$ cat src/rtl/corner_tracker.sv
// Frame corner tracker: finds the TL/BL/BR/TR extreme hit pixels of a thresholded stream.
// Optional watchdog on ACCUM enabled by defining CORNER_TRACKER_TIMEOUT_EN (adds the timeout port).
module corner_tracker #(
    parameter int COORD_W        = 10,
    parameter int HIT_CNT_W      = 20,
    parameter int MIN_HITS       = 16,
    parameter int DEF_X0         = 192,
    parameter int DEF_X1         = 832,
    parameter int DEF_Y0         = 144,
    parameter int DEF_Y1         = 624,
    parameter int TIMEOUT_CYCLES = 2000000
) (
    input  logic                   clk,
    input  logic                   reset_n,
    input  logic                   start,
    input  logic                   pix_valid,
    input  logic [COORD_W-1:0]     pix_x,
    input  logic [COORD_W-1:0]     pix_y,
    input  logic                   pix_hit,
    input  logic                   frame_end,
    output logic                   busy,
    output logic                   done,
    output logic                   found,
    output logic [HIT_CNT_W-1:0]   hit_count,
    output logic [8*COORD_W-1:0]   corners
`ifdef CORNER_TRACKER_TIMEOUT_EN
    ,
    output logic                   timeout
`endif
);

    localparam int SW = COORD_W + 1;

    localparam logic [COORD_W-1:0]   DX0 = COORD_W'(DEF_X0);
    localparam logic [COORD_W-1:0]   DX1 = COORD_W'(DEF_X1);
    localparam logic [COORD_W-1:0]   DY0 = COORD_W'(DEF_Y0);
    localparam logic [COORD_W-1:0]   DY1 = COORD_W'(DEF_Y1);
    localparam logic [8*COORD_W-1:0] DEF_CORNERS = {DX0, DY0, DX0, DY1, DX1, DY1, DX1, DY0};

    typedef enum logic [2:0] {
        S_IDLE,
        S_ACCUM,
        S_FLUSH1,
        S_FLUSH2,
        S_DONE
    } state_t;

    state_t r_state;
    state_t w_next;

    logic w_accept;
    logic w_hit;
    logic w_frame_end;
    logic w_publish;
    logic w_wd_expire;

    // Stage 1: sum/difference of the hit pixel.
    logic                  r_s1_valid;
    logic [SW-1:0]         r_s1_s;
    logic signed [SW-1:0]  r_s1_d;
    logic [COORD_W-1:0]    r_s1_x;
    logic [COORD_W-1:0]    r_s1_y;

    // Stage 2: running extrema and their coordinates.
    logic                  r_have;
    logic [SW-1:0]         r_min_s;
    logic [SW-1:0]         r_max_s;
    logic signed [SW-1:0]  r_min_d;
    logic signed [SW-1:0]  r_max_d;
    logic [COORD_W-1:0]    r_tl_x, r_tl_y;
    logic [COORD_W-1:0]    r_bl_x, r_bl_y;
    logic [COORD_W-1:0]    r_br_x, r_br_y;
    logic [COORD_W-1:0]    r_tr_x, r_tr_y;

    logic [HIT_CNT_W-1:0]  r_hit_cnt;

    logic                  r_done;
    logic                  r_found;
    logic [HIT_CNT_W-1:0]  r_hit_count;
    logic [8*COORD_W-1:0]  r_corners;

    // A start on the same beat overrides any pixel (including frame_end).
    assign w_accept    = (r_state == S_ACCUM) && pix_valid && !start;
    assign w_hit       = w_accept && pix_hit;
    assign w_frame_end = w_accept && frame_end;

`ifdef CORNER_TRACKER_TIMEOUT_EN
    localparam int WD_W = $clog2(TIMEOUT_CYCLES + 1);

    logic [WD_W-1:0] r_wd;
    logic            r_timeout;

    assign w_wd_expire = (r_state == S_ACCUM) && (r_wd == WD_W'(TIMEOUT_CYCLES - 1));

    always_ff @(posedge clk or negedge reset_n) begin
        if (!reset_n) begin
            r_wd      <= '0;
            r_timeout <= 1'b0;
        end else begin
            if (start || r_state != S_ACCUM)
                r_wd <= '0;
            else
                r_wd <= r_wd + 1'b1;

            if (start)
                r_timeout <= 1'b0;
            else if (w_publish && w_wd_expire)
                r_timeout <= 1'b1;
        end
    end

    assign timeout = r_timeout;
`else
    // Watchdog compiled out; the limit is only meaningful when it exists.
    assign w_wd_expire = (TIMEOUT_CYCLES < 0);
`endif

    always_comb begin
        // NOTE: default first so every path assigns w_next; otherwise a latch is inferred.
        w_next = r_state;
        case (r_state)
            S_IDLE:   w_next = S_IDLE;
            S_ACCUM: begin
                if (w_frame_end)
                    w_next = S_FLUSH1;
                else if (w_wd_expire)
                    w_next = S_DONE;
            end
            S_FLUSH1: w_next = S_FLUSH2;
            S_FLUSH2: w_next = S_DONE;
            S_DONE:   w_next = S_IDLE;
            default:  w_next = S_IDLE;
        endcase
        if (start)
            w_next = S_ACCUM;
    end

    assign w_publish = (w_next == S_DONE);

    always_ff @(posedge clk or negedge reset_n) begin
        // NOTE: sequential state uses non-blocking assignments so every register samples pre-edge values.
        if (!reset_n)
            r_state <= S_IDLE;
        else
            r_state <= w_next;
    end

    always_ff @(posedge clk or negedge reset_n) begin
        if (!reset_n) begin
            r_s1_valid <= 1'b0;
            r_s1_s     <= '0;
            r_s1_d     <= '0;
            r_s1_x     <= '0;
            r_s1_y     <= '0;
            r_hit_cnt  <= '0;
        end else begin
            r_s1_valid <= w_hit;
            if (w_hit) begin
                r_s1_s <= {1'b0, pix_x} + {1'b0, pix_y};
                r_s1_d <= $signed({1'b0, pix_x}) - $signed({1'b0, pix_y});
                r_s1_x <= pix_x;
                r_s1_y <= pix_y;
            end
            if (start)
                r_hit_cnt <= '0;
            else if (w_hit && r_hit_cnt != '1)
                r_hit_cnt <= r_hit_cnt + 1'b1;
        end
    end

    // Strict compares keep the earliest pixel on ties.
    always_ff @(posedge clk or negedge reset_n) begin
        if (!reset_n) begin
            r_have  <= 1'b0;
            r_min_s <= '0;
            r_max_s <= '0;
            r_min_d <= '0;
            r_max_d <= '0;
            r_tl_x  <= '0;
            r_tl_y  <= '0;
            r_bl_x  <= '0;
            r_bl_y  <= '0;
            r_br_x  <= '0;
            r_br_y  <= '0;
            r_tr_x  <= '0;
            r_tr_y  <= '0;
        end else if (start) begin
            r_have <= 1'b0;
        end else if (r_s1_valid) begin
            r_have <= 1'b1;
            if (!r_have || r_s1_s < r_min_s) begin
                r_min_s <= r_s1_s;
                r_tl_x  <= r_s1_x;
                r_tl_y  <= r_s1_y;
            end
            if (!r_have || r_s1_s > r_max_s) begin
                r_max_s <= r_s1_s;
                r_br_x  <= r_s1_x;
                r_br_y  <= r_s1_y;
            end
            if (!r_have || r_s1_d < r_min_d) begin
                r_min_d <= r_s1_d;
                r_bl_x  <= r_s1_x;
                r_bl_y  <= r_s1_y;
            end
            if (!r_have || r_s1_d > r_max_d) begin
                r_max_d <= r_s1_d;
                r_tr_x  <= r_s1_x;
                r_tr_y  <= r_s1_y;
            end
        end
    end

    // Published result changes only together with the done pulse.
    always_ff @(posedge clk or negedge reset_n) begin
        if (!reset_n) begin
            r_done      <= 1'b0;
            r_found     <= 1'b0;
            r_hit_count <= '0;
            r_corners   <= DEF_CORNERS;
        end else begin
            r_done <= w_publish;
            if (w_publish) begin
                r_hit_count <= r_hit_cnt;
                if (!w_wd_expire && r_hit_cnt >= HIT_CNT_W'(MIN_HITS)) begin
                    r_found   <= 1'b1;
                    r_corners <= {r_tl_x, r_tl_y, r_bl_x, r_bl_y,
                                  r_br_x, r_br_y, r_tr_x, r_tr_y};
                end else begin
                    r_found   <= 1'b0;
                    r_corners <= DEF_CORNERS;
                end
            end
        end
    end

    assign busy      = (r_state == S_ACCUM) || (r_state == S_FLUSH1) || (r_state == S_FLUSH2);
    assign done      = r_done;
    assign found     = r_found;
    assign hit_count = r_hit_count;
    assign corners   = r_corners;

endmodule

$ cat config.mk
export PLATFORM = sky130hd
export DESIGN_NAME = corner_tracker
export DESIGN_NICKNAME = d
export VERILOG_FILES = /design/src/rtl/corner_tracker.sv
export SDC_FILE = /design/constraint.sdc
export NUM_CORES = 1
export LEC_CHECK = 0
export ABC_AREA = 0
export CELL_PAD_IN_SITES_DETAIL_PLACEMENT = 0
export CELL_PAD_IN_SITES_GLOBAL_PLACEMENT = 1
export CORE_UTILIZATION = 30
export CTS_CLUSTER_SIZE = 28
export DETAILED_ROUTE_END_ITERATION = 12
export PLACE_DENSITY = 0.69
export SLEW_MARGIN = 20
export SYNTH_ARGS = -nofsm -noshare
export SYNTH_HDL_FRONTEND = slang
export SYNTH_SLANG_ARGS = --single-unit
$ cat constraint.sdc
create_clock -name clk -period 2 [get_ports clk]
set_input_delay 0.5 -clock clk [delete_from_list [all_inputs] [get_ports clk]]
set_output_delay 0.5 -clock clk [all_outputs]
set_load 0.01 [all_outputs]
; ---- Yosys cells after proc, flatten, opt, wreduce, memory -nomap -nowiden
; Cells that the tools add are included.
[word_totals]
ff_bits = 293
output_inout_bits = 103
elab_cells = 66
[op_classes]
n_addsub = 3
magnitude_cmp = 5
eq_ne = 5
muxes = 9
bitwise = 1
n_reduce_logical = 19
[op_table]
columns = op, count
row1 = $mux W80, 1
row2 = $mux W20, 2
row3 = $gt A11 B11 Y1, 2
row4 = $lt A11 B11 Y1, 2
row5 = $add A20 B1 Y20 const B, 1
row6 = $ge A20 B5 Y1 const B, 1
row7 = $ne A20 B20 Y1 const B, 1
row8 = $reduce_and A3 Y1, 4
row9 = $add A10 B10 Y11, 1
row10 = $sub A10 B10 Y11, 1
row11 = $pmux W3 S3, 1
row12 = $eq A3 B2 Y1 const B, 2
row13 = $logic_or A1 B1 Y1, 6
row14 = $mux W3, 2
row15 = $logic_and A1 B1 Y1, 5
row16 = $reduce_bool A2 Y1, 2
row17 = $eq A3 B1 Y1 const B, 1
row18 = $eq A3 B3 Y1 const B, 1
row19 = $mux W1, 3
row20 = $logic_not A1 Y1, 2
row21 = $not A1 Y1, 1

; ---- Logic depth before layout (Yosys ltp)
[logic_depth]
word_depth = 8
depth_mapped = 9
depth_no_buf = 9

; ---- Worst setup path after synthesis
; OpenSTA, ideal clock, no wires.
[synth_timing]
path_type = input port to flip-flop
startpoint = input pix_x[0]
endpoint = register r_s1_d[10]
setup_time_ns = 0.124
arrival_time_ns = 2.178
t_required_ns = 1.876
path_slack_ns = -0.302
path_stages = 9
cell_sequence = inv_1 -> ha_1 -> fa_1 -> nor2b_1 -> o21a_1 -> o21ai_0 -> a221oi_1 -> a2111oi_0 -> a211o_1
[synth_via]
elab_chain_len = 1
[synth_lines]
columns = element, line
row1 = from (decl), 17  ; input logic [COORD_W-1:0] pix_x,
row2 = $sub A10 B10 Y11, 160  ; r_s1_d <= $signed({1'b0, pix_x}) - $signed({1'b0, pix_y});
row3 = to (signal assigned), 160
row4 = to (decl), 60  ; logic signed [SW-1:0] r_s1_d;
; Every way passes these cells.
; A chain may end at the register's enable or synchronous reset.

; ---- Worst setup path after layout
[layout_timing]
startpoint = register r_s1_s[4]
endpoint = register r_br_y[8]
[layout_via]
elab_chain_len = 3
[layout_lines]
columns = element, line
row1 = from (decl), 59  ; logic [SW-1:0] r_s1_s;
row2 = from (signal assigned), 159  ; r_s1_s <= {1'b0, pix_x} + {1'b0, pix_y};
row3 = $gt A11 B11 Y1, 196  ; if (!r_have || r_s1_s > r_max_s) begin
row4 = $logic_or A1 B1 Y1, 196
row5 = $reduce_and A3 Y1 (no line), n/a
row6 = to (signal assigned), 199  ; r_br_y <= r_s1_y;
row7 = to (decl), 72  ; logic [COORD_W-1:0] r_br_x, r_br_y;
; Every way passes these cells.

==> flow_summary.rst <==
.. list-table::
   :header-rows: 1

   * - Metric
     - Value
   * - Average detailed-routed wire length per instance
     - 18.7 µm
   * - Height of the die
     - between 200 and 250 µm
   * - Cell taking the most area after synthesis
     - dfrtp_1
   * - Hold Vio Cnt, Final
     - 0
   * - Die ar.
     - roughly 44000 µm²
   * - Relative slew margins
     - roughly two thirds
   * - Timing-limited maximum frequency
     - 447 MHz
   * - Max Cap Violations
     - 0
   * - Worst hold-check slack
     - between 0.4 and 0.5 ns
   * - TritonCTS clock tree
     - done
   * - Setup Skew
     - 0.0167 ns
   * - Final setup slack of the worst path
     - -0.238 ns
   * - Startpoint of the most critical register-to-register path
     - r_s1_s[4]
   * - Startpoint Class
     - register
   * - Final count of negative-setup-slack endpoints
     - between 100 and 150
   * - Minimum clock period after layout
     - approximately 2.2 ns
   * - Net Sw Frac
     - between 20% and 30%
   * - Pin count of the biggest net entering global routing
     - 61
   * - DRC violations left
     - 0
   * - Proportion of power drawn by flip-flops and latches
     - around 42%
   * - Type of the setup path with the least slack
     - register to register
   * - Estimated wirelength of the detail-placed design
     - about 24000 µm
   * - Run status
     - complete, but fails checks
   * - Violations in the final reports
     - negative setup slack
   * - Top-level I/O count
     - around 130
   * - Maximum vdd drop
     - about 0.46 mV
   * - Global-route congestion overflow total
     - 0
   * - Crit Path Max Fanout
     - 5
   * - Flip-flop and latch count after synthesis
     - slightly below 300
   * - Register area share after synthesis
     - a little under three fifths
   * - Crit path DAT
     - 2.63 ns
   * - Netlist area before placement
     - roughly 13000 µm²
   * - Number of buffers created by CTS
     - 34
   * - Initial core utilization
     - ~31%
   * - First-pass GRT wire length
     - ~55000 µm
   * - Die X
     - 210 µm
   * - Yosys warning count
     - 0
   * - Cells after Synth
     - about 1100
   * - Top_reg_cell synth
     - dfrtp_1
   * - Maximum level of the CTS H-tree
     - 2
   * - Post-synthesis to final-layout area growth
     - 39.3%
   * - RSZ-0062 raised after global routing
     - true
   * - Total power after layout
     - 20300 µW
   * - Hold Crit Start
     - pix_y[0]
   * - Number of nets in the final layout
     - 1442
   * - Internal cell power
     - about 14000 µW
   * - Worst Setup End Kind
     - register
   * - Cell variety after synth
     - between 50 and 60
   * - Sink Count
     - just under 300
   * - Placeable core region
     - 42200 µm²
   * - Worst R2R Setup Slack
     - -0.24 ns
   * - Fill cells
     - between 3000 and 4000
   * - Diode insertion count for antenna repair
     - 0
   * - Detailed Route WL
     - around 36000 µm
   * - Row count
     - 75
   * - Portion of total power attributed to combinational logic
     - 25.5%
   * - Skew-Pair Late Insertion Delay
     - between 0.5 and 0.6 ns
   * - Clk pin slew, worst setup/hold paths
     - around 0.06 ns
   * - PD cells
     - about 1100 nW/µm²
   * - IO Port Bufs
     - roughly 130
   * - Mean number of vias per cell
     - 4.80
   * - Clock tree root driver cell
     - clkbuf_16
   * - Transition at the pin with the smallest max-transition slack
     - about 0.47 ns
   * - Synth Area per Inst
     - roughly 12 µm²
   * - Type of the tightest min-delay check
     - primary input to register
   * - Clock network power share
     - about a third
   * - Share of the core filled with cells
     - a little over two fifths
   * - Synthesized net count
     - around 1200
   * - Crit share post-route
     - 112%
   * - Starting DRC count in detailed routing
     - ~430
   * - Dominant cells by area after synthesis
     - dfrtp_1 (52%), mux2_2 (10%), ha_1 (6.2%)
   * - Switching power
     - roughly 5800 µW
   * - Number of vias after detailed routing
     - 9200
   * - Initial antenna violation count
     - 0
   * - GP Congestion
     - between 0.8 and 0.9
   * - Post-synth ARST share
     - 100%
   * - CP required
     - approximately 2.4 ns
   * - Static leakage power
     - 0.00844 µW
   * - Number of global-route vias before repair
     - 9566
   * - Share of cells above drive strength 1
     - 32.1%
   * - DR pass1 iterations
     - 5
   * - Max clock buf depth
     - 3
   * - First element of the critical path
     - r_s1_s[4]
   * - Count of flip-flops with a built-in enable after synthesis
     - 0
   * - DRT antenna net count
     - 0
   * - Top cell type's share of synthesized area
     - between 50% and 60%
   * - Overall global routing resource usage
     - 16.1%
   * - Number of pins with negative max-slew slack in the final report
     - 0
-- worst max-delay path, stage by stage, from the launching register on --
cell       delay [ns]
dfrtp_2          0.44
ha_4             0.23
a21oi_2          0.14
nor2_1           0.06
a211oi_2         0.29
a21oi_2          0.10
o21a_2           0.24
buf_12           0.15
clkbuf_16        0.16
mux2_4           0.30
-- cell families after synthesis --
| group | synth area share [%] |
|---|---|
| DFF | 56.6 |
| xor gates and xnor gates | 1.96 |
| buffers and inverters | 3.68 |
| muxes | 10.9 |
| AOI/OAI and AO/OA | 10.7 |
| and+or+nand+nor | 9.60 |
| adders and majority gates | 6.49 |
-- timing repair --
item	4_1_cts	5_1_grt
endpoints found under the setup margin	158	141
gates cloned	3	7
gates resized for setup	109	60
hold buffers	1	0
pin swaps	13	20
hold endpoints to repair	41	0
setup buffers	9	10
-- path summary, 6_finish.rpt --
| path | to | depth (start not counted) |
|---|---|---|
| max | r_br_y[8] | 9 |
| min | r_s1_s[0] | 3 |
| max reg2reg | r_br_y[8] | 9 |
| min reg2reg | hit_count[17] | 2 |
| max in group asynchronous | corners[36] | 3 |
| min in group asynchronous | r_hit_cnt[1] | 2 |
-- flip-flops by register name, indices dropped and copies added, names as in the netlist, 3 cells and up --
| name | flops |
|---|---|
| r_s1_d | 10 |
| hit_count | 20 |
| r_bl_x | 10 |
| r_max_s | 11 |
| r_bl_y | 10 |
| r_s1_y | 10 |
| r_tr_x | 10 |
| r_tl_x | 10 |
| r_s1_s | 11 |
| r_br_x | 10 |
| r_max_d | 11 |
| r_tl_y | 10 |
| r_br_y | 10 |
| r_tr_y | 10 |
| r_state | 3 |
| r_min_s | 11 |
| r_min_d | 11 |
| corners | 80 |
| r_hit_cnt | 20 |
| r_s1_x | 10 |
-- Yosys cell counts, types with 6 or more instances --
cell type	number
nand2_1	125
o21a_1	9
mux2_2	118
inv_1	67
nor3_1	18
nand3_1	12
nor2_1	45
clkbuf_1	34
xor2_1	9
nor4_1	8
buf_2	18
a21oi_1	21
xnor2_1	20
a22o_1	58
nand4_1	13
a21o_1	12
nor2b_1	7
nand2b_1	8
o22a_1	22
dfrtp_1	270
dfstp_2	22
o21ai_0	40
ha_1	64
o211ai_1	7
mux2_1	6
-- through the flow --
step / cells / setup slack (ns) / TNS, ns / instance area [µm²]
after floorplan: 1082 / -0.133 / -1.79 / 13000
after global placement: 1825 / -0.720 / -87.52 / 15900
after detailed placement: 1825 / -0.752 / -91.50 / 15900
after CTS: 1899 / -0.232 / -21.29 / 17600
after global routing: 1915 / -0.354 / -35.78 / 18000
final: 1915 / -0.238 / -24.77 / 18000
-- layer usage --
metal / global-route usage, % / vias to the layer above / wire (µm)
met4: 4.23 / 0 / 607
met1: 22.7 / 4664 / 17300
met2: 25.7 / 157 / 16500
li1: - / 4334 / -
met3: 2.53 / 45 / 1370
met5: 0 / - / 0
-- layout make-up --
class | instances | area [µm²] | share of cell area (%)
clock buffers | 51 | 1060 | 5.87
clock inverters | 11 | 143 | 0.791
inverters | 67 | 251 | 1.39
multi-input cells | 669 | 5700 | 31.6
flip-flops and latches | 292 | 7340 | 40.7
well taps | 539 | 674 | 3.74
repair buffers | 286 | 2880 | 16.0
-- power groups by stage --
stage | combinational [µW] | sequential, µW | clock (µW)
floorplan | 2710 | 8270 | 0
detailed placement | 4310 | 8660 | 0
global placement | 4180 | 8600 | 0
finish | 5170 | 8600 | 6520
CTS | 4840 | 8590 | 6730
global route | 5790 | 8780 | 6970
-- cells in the final DEF (no fill, tap or decap), types with 8 or more instances in the layout --
cell type        synthesis  routed
o21a_1                   9       8
nor2_1                  45      43
clkbuf_8                 0       8
mux2_2                 118      92
a21oi_2                  0      10
inv_2                    0      12
nand2b_1                 8       8
clkbuf_16                0      42
dlymetal6s2s_1           0      11
nand2_1                125     123
a21o_1                  12      11
dfstp_2                 22      22
ha_4                     0      18
a21oi_1                 21      11
o21ai_0                 40      35
dlygate4sd2_1            0      24
mux2_4                   0      32
xor2_1                   9       9
clkdlybuf4s50_1          0      89
buf_4                    0     120
dfrtp_1                270     265
nand4_1                 13      13
xnor2_1                 20      20
nor3_1                  18      16
inv_1                   67      55
o22a_1                  22      22
ha_1                    64      44
a22o_1                  58      58
nand3_1                 12      11
buf_6                    0       8
buf_12                   0      21
Power figures use the tool's default switching activity.
